$ cat src/rtl/inst_fetch_ctrl_if.sv
// Fetch-port and byte-RAM signal bundle for inst_fetch_ctrl.
// slave = the controller, master = core plus program memory.
interface inst_fetch_ctrl_if #(
    parameter int ADDR_W = 17
);
    logic              rom_ce_i;
    logic [31:0]       rom_addr_i;
    logic [31:0]       rom_data_o;
    logic              rom_ready_o;
    logic              stall_req_o;
    logic [ADDR_W-1:0] mem_a_o;
    logic              mem_rd_o;
    logic [7:0]        mem_din_i;

    modport slave (
        input  rom_ce_i, rom_addr_i, mem_din_i,
        output rom_data_o, rom_ready_o, stall_req_o,
        output mem_a_o, mem_rd_o
    );

    modport master (
        output rom_ce_i, rom_addr_i, mem_din_i,
        input  rom_data_o, rom_ready_o, stall_req_o,
        input  mem_a_o, mem_rd_o
    );
endinterface

$ cat src/rtl/inst_fetch_ctrl.sv
// Instruction-fetch responder: builds 32-bit words from four byte-RAM reads.
// INST_LAST_HIT_EN adds a one-entry last-word hit buffer.
module inst_fetch_ctrl #(
    parameter int ADDR_W = 17
) (
    input  logic                clk,
    input  logic                rst,
    inst_fetch_ctrl_if.slave    bus
);
    localparam logic [2:0] IDLE = 3'd0;
    localparam logic [2:0] RD0  = 3'd1;
    localparam logic [2:0] RD1  = 3'd2;
    localparam logic [2:0] RD2  = 3'd3;
    localparam logic [2:0] RD3  = 3'd4;
    localparam logic [2:0] LAST = 3'd5;

    logic [2:0]        state;
    logic [ADDR_W-1:0] a;
    logic [ADDR_W-1:0] req_a;
    logic [23:0]       bytes_q;
    logic [31:0]       rom_data;
    logic              rom_ready;
    logic              keep;
    logic              accept;
    logic              in_rd;
    logic [1:0]        off;
    logic              hit;
    logic [31:0]       hit_word;
    logic              unused_hi;

    assign req_a     = bus.rom_addr_i[ADDR_W-1:0];
    assign unused_hi = ^bus.rom_addr_i[31:ADDR_W];
    assign keep      = bus.rom_ce_i && (req_a == a);
    assign accept    = bus.rom_ce_i && !rom_ready;
    assign in_rd     = (state >= RD0) && (state <= RD3);
    assign off       = 2'(state - RD0);

    assign bus.mem_rd_o    = in_rd;
    assign bus.mem_a_o     = in_rd ? a + ADDR_W'(off) : '0;
    assign bus.rom_data_o  = rom_data;
    assign bus.rom_ready_o = rom_ready;
    assign bus.stall_req_o = rst & bus.rom_ce_i & ~rom_ready;

`ifdef INST_LAST_HIT_EN
    logic [ADDR_W-1:0] hit_tag;
    logic              hit_vld;

    assign hit = hit_vld && (req_a == hit_tag);

    always_ff @(posedge clk or negedge rst) begin
        if (!rst) begin
            hit_vld  <= 1'b0;
            hit_tag  <= '0;
            hit_word <= '0;
        end else if (state == LAST && keep) begin
            hit_vld  <= 1'b1;
            hit_tag  <= a;
            hit_word <= {bus.mem_din_i, bytes_q};
        end
    end
`else
    assign hit      = 1'b0;
    assign hit_word = '0;
`endif

    always_ff @(posedge clk or negedge rst) begin
        if (!rst) begin
            state     <= IDLE;
            a         <= '0;
            bytes_q   <= '0;
            rom_data  <= '0;
            rom_ready <= 1'b0;
        end else begin
            rom_ready <= 1'b0;
            if (state == IDLE) begin
                if (accept && hit) begin
                    rom_data  <= hit_word;
                    rom_ready <= 1'b1;
                end else if (accept) begin
                    a     <= req_a;
                    state <= RD0;
                end
            end else if (!keep) begin
                // redirect or dropped request: discard the partial word
                state <= IDLE;
            end else begin
                unique case (state)
                    RD0: state <= RD1;
                    RD1: begin
                        bytes_q[7:0] <= bus.mem_din_i;
                        state        <= RD2;
                    end
                    RD2: begin
                        bytes_q[15:8] <= bus.mem_din_i;
                        state         <= RD3;
                    end
                    RD3: begin
                        bytes_q[23:16] <= bus.mem_din_i;
                        state          <= LAST;
                    end
                    LAST: begin
                        rom_data  <= {bus.mem_din_i, bytes_q};
                        rom_ready <= 1'b1;
                        state     <= IDLE;
                    end
                    default: state <= IDLE;
                endcase
            end
        end
    end
endmodule

$ cat src/flat_wrapper.sv
// flat-port wrapper written by rule: the top's interface ports become plain ports
module inst_fetch_ctrl_flat 
#(
    parameter int ADDR_W = 17
)
  (clk, rst, bus_rom_ce_i, bus_rom_addr_i, bus_mem_din_i, bus_rom_data_o, bus_rom_ready_o, bus_stall_req_o, bus_mem_a_o, bus_mem_rd_o);
  inst_fetch_ctrl_if #(.ADDR_W(ADDR_W)) bus_i ();
  input  logic clk;
  input  logic rst;
  input wire logic [$bits(bus_i.rom_ce_i)-1:0] bus_rom_ce_i;
  input wire logic [$bits(bus_i.rom_addr_i)-1:0] bus_rom_addr_i;
  input wire logic [$bits(bus_i.mem_din_i)-1:0] bus_mem_din_i;
  output wire logic [$bits(bus_i.rom_data_o)-1:0] bus_rom_data_o;
  output wire logic [$bits(bus_i.rom_ready_o)-1:0] bus_rom_ready_o;
  output wire logic [$bits(bus_i.stall_req_o)-1:0] bus_stall_req_o;
  output wire logic [$bits(bus_i.mem_a_o)-1:0] bus_mem_a_o;
  output wire logic [$bits(bus_i.mem_rd_o)-1:0] bus_mem_rd_o;
  assign bus_i.rom_ce_i = bus_rom_ce_i;
  assign bus_i.rom_addr_i = bus_rom_addr_i;
  assign bus_i.mem_din_i = bus_mem_din_i;
  assign bus_rom_data_o = bus_i.rom_data_o;
  assign bus_rom_ready_o = bus_i.rom_ready_o;
  assign bus_stall_req_o = bus_i.stall_req_o;
  assign bus_mem_a_o = bus_i.mem_a_o;
  assign bus_mem_rd_o = bus_i.mem_rd_o;
  inst_fetch_ctrl #(.ADDR_W(ADDR_W)) u_core (.clk(clk), .rst(rst), .bus(bus_i));
endmodule
$ cat config.mk
export PLATFORM = sky130hd
export DESIGN_NAME = inst_fetch_ctrl_flat
export DESIGN_NICKNAME = d
export VERILOG_FILES = /design/src/rtl/inst_fetch_ctrl_if.sv /design/src/rtl/inst_fetch_ctrl.sv /design/src/flat_wrapper.sv
export SDC_FILE = /design/constraint.sdc
export NUM_CORES = 1
export LEC_CHECK = 0
export BUFFER_PORTS_ARGS = -buffer_cell sky130_fd_sc_hd__buf_2
export CORE_UTILIZATION = 53
export CTS_CLUSTER_SIZE = 12
export DETAILED_ROUTE_END_ITERATION = 6
export GPL_ROUTABILITY_DRIVEN = 0
export PLACE_DENSITY = 0.82
export SLEW_MARGIN = 10
export SYNTH_ARGS = -nofsm -noshare
export SYNTH_HDL_FRONTEND = slang
export SYNTH_SLANG_ARGS = --single-unit
export TNS_END_PERCENT = 5
$ cat constraint.sdc
create_clock -name clk -period 3 [get_ports clk]
set_input_delay 0.3 -clock clk [delete_from_list [all_inputs] [get_ports clk]]
set_output_delay 0.3 -clock clk [all_outputs]
set_load 0.02 [all_outputs]
==> reports/results.txt <==
Fraction of the mapped netlist area in simple logic gates = 0.0960
Seq/Total Area, Yosys = 0.526
Cell count after synthesis = 283
Reg power frac = 0.405
First-pass GRT wire length = 12.0 mm
Layout area overhead = 20.0%
Delay-heaviest family, CP = adder cells
Main synth FF type = dfrtp_1
Max Slew Vio Count = 0
Netlist cell types = 33
Largest family of logic cells by synthesized area = multiplexers
Largest net degree at the start of global routing = 51
Max Clk Rate = 350 MHz
Initial Util = 0.564
Via/cell ratio = 5.48
Comb pwr share = 0.379
Hold WS = 0.210 ns
TritonRoute pass-1 iters = 4
Worst EP arrival = 2.56 ns
Post-synth EDFFs = 0
Syn_area_per_cell = 12.9 um^2
Drt drc = 0
Crit-path cells = inv_1 > ha_1 > fa_2 > nor2_4 > nand3_2 > or3_1 > a21oi_1 > buf_4
CP Capture Type = output port
Post-layout net count = 420
Psw = 0.00136 W
Max cap viols = 0
Final Hold Viols = 0
Min Tclk post-route = 2.86 ns
I/O Pins = 95
CP required = 2.70 ns
IO Port Bufs = 79
Post-synthesis mux area share = 0.238
Clock sinks = 77
Via count = 2,475
Synth async-reset ratio = 1.00
Buf/Inv on CP = 2
Clk pwr share = 0.216
Final ANT Viol Nets = 0
Setup Skew = 0.0115 ns
Clk Latency, worst-skew pair = 0.34 ns
Cell Area, Synth = 3660 um^2
Power Density = 768 nW/um^2
Htree depth = 3
Setup TNS = 0 ns
Critical path startpoint = u_core.state[0]$_DFFE_PN0P_
# placed instances = 432
#FFs+latches synth = 77
Wire per inst = 16.0 um
Non-Filler Instances = 452
FILL cells = 462
Worst hold path type = in2reg
Core footprint = 6490 um^2
Clock Tree Buf Depth = 2
Cell taking the most area after synthesis = dfrtp_1
RSZ-0062 raised after global routing = no
Initial antenna violation count = 0
HP Start = bus_rom_addr_i[6]
Chip Width = 85.1 um
Vias in the first global route = 2,497
Synth Area in Compound Gates = 0.0171
Initial drt markers = 99
Top cells by area, synth = dfrtp_1, mux2_2, mux2_4
Worst Max-Slew Pin Slew = 0.628 ns
Slowest CP cell = fa_2
DRT Wirelength = 7.25 mm
Crit start category = flop
Switch share = 0.403
Crit-path max cell delay = 0.39 ns
R2R Path Start = u_core.a[3]$_DFFE_PN0P_
GR Util All Layers = 0.216
GRT overflow = 0
Die Footprint = 7250 um^2
Syn nets = 333
Outcome = finished clean
Post-Synth XOR/XNOR Area = 0.0717
Cell-internal power = 0.00201 W
Clock transition at the registers of the reported paths = 0.09 ns
ANT cells = 0
Synth top area share = 0.526
Peak supply drop = 0.000561 V
Synth warnings = 0
WS Path Type = reg2out
Leakage power = 2.31 nW
Die Ht = 85.1 um
Period utilisation layout = 0.953
Normalized max-slew margin = 0.581
Maximum fanout along the worst path = 5
Num CTS Buffers = 9
R2R Setup Slk = 0.35 ns
CTS tree = done
Final setup vio count = 0
Adder-cell share of the synthesized area = 0.0260
Fraction of layout cells with a size suffix above 1 = 0.493
Root buffer cell = clkbuf_8
DP HPWL = 5.23 mm
Rows = 29
[timing repair]
item                                    in CTS  in global routing
hold buffers                                 1                  0
endpoints found under the setup margin       2                  4
setup buffers                                0                  3
hold endpoints to repair                    40                  0
resized for setup                            4                  3
pin swaps                                    0                  1
[kinds of logic after synthesis]
logic type      after synthesis
compound gates               11
xor+xnor                     30
fa+ha+maj                     7
buf+inv                      19
flops                        77
mux                          72
simple gates                 67
[state kept, by name (all words and copies together), names as in the netlist]
name and flops:
u_core.bus.rom_data_o 32, u_core.bytes_q 24, u_core.state 3, u_core.a 17, u_core.bus.rom_ready_o 1
[placed cells by master, fill, tap and decap left out, types with 3 or more instances in the layout]
cell / n
nand2_1: 14
nand3_1: 6
xnor2_1: 5
nor2_1: 20
and3_1: 4
mux2_4: 16
nor4_2: 3
mux2_2: 56
ha_1: 6
inv_1: 7
or3_1: 4
a21oi_1: 3
o21ai_0: 5
buf_4: 9
buf_2: 77
nand4_1: 3
xor2_1: 25
clkbuf_8: 9
dfrtp_1: 76
clkinvlp_4: 3
[metal layers]
metal / track usage / routed length (um)
met3: 0.0418 / 254
met4: 0.0832 / 100
met2: 0.356 / 3720
met1: 0.284 / 3170
met5: 0 / 0
[cell usage after synthesis, types with 3 or more instances]
cell      count
xor2_1       25
inv_1         7
nor2_1       21
nand4_1       3
nand3_1       7
and3_1        4
a21oi_1       3
nor4_2        3
mux2_4       16
ha_1          6
buf_4         4
dfrtp_1      77
nand2_1      14
mux2_2       56
or3_1         4
xnor2_1       5
clkbuf_1      5
o21ai_0       5
[final cells by class]
| cell class | instances | area (um^2) | area share |
|---|---|---|---|
| clock buffers | 9 | 124 | 0.0282 |
| inverters | 7 | 26.3 | 0.00598 |
| clock inverters | 7 | 62.6 | 0.0142 |
| multi-input cells | 187 | 1680 | 0.381 |
| well taps | 77 | 96.3 | 0.0219 |
| flip-flops and latches | 77 | 1930 | 0.439 |
| repair buffers | 88 | 483 | 0.110 |
[final timing paths]
| check | depth (start not counted) | end |
|---|---|---|
| worst max-delay path | 8 | bus_mem_a_o[16] |
| worst min-delay path | 2 | u_core.a[6]$_DFFE_PN0P_ |
| worst max register to register | 5 | u_core.bytes_q[11]$_DFFE_PN0P_ |
| worst min register to register | 1 | u_core.bytes_q[3]$_DFFE_PN0P_ |
| max in group asynchronous | 3 | u_core.bytes_q[1]$_DFFE_PN0P_ |
| min in group asynchronous | 2 | u_core.bus.rom_data_o[6]$_DFFE_PN0P_ |
[through the flow]
| step | area [um^2] | power (W) | setup WS [ns] | utilization |
|---|---|---|---|---|
| final | 4400 | 0.00338 | 0.140 | 0.677 |
| after global routing | 4400 | 0.00359 | 0.00301 | 0.677 |
| after CTS | 4360 | 0.00336 | 0.0533 | 0.672 |
| after detailed placement | 4150 | 0.00260 | 0.200 | 0.639 |
| after global placement | 4150 | 0.00255 | 0.264 | 0.639 |
| after floorplan | 3660 | 0.00222 | 0.374 | - |
[power by group through the flow]
stage	Clock (W)	Sequential, W	Combinational, W
after floorplan	0	0.00131	0.000908
after global placement	0	0.00137	0.00119
after detailed placement	0	0.00138	0.00122
after CTS	0.000753	0.00136	0.00124
after global routing	0.000802	0.00138	0.00140
final	0.000729	0.00137	0.00128
(Power assumes the default switching activity.)
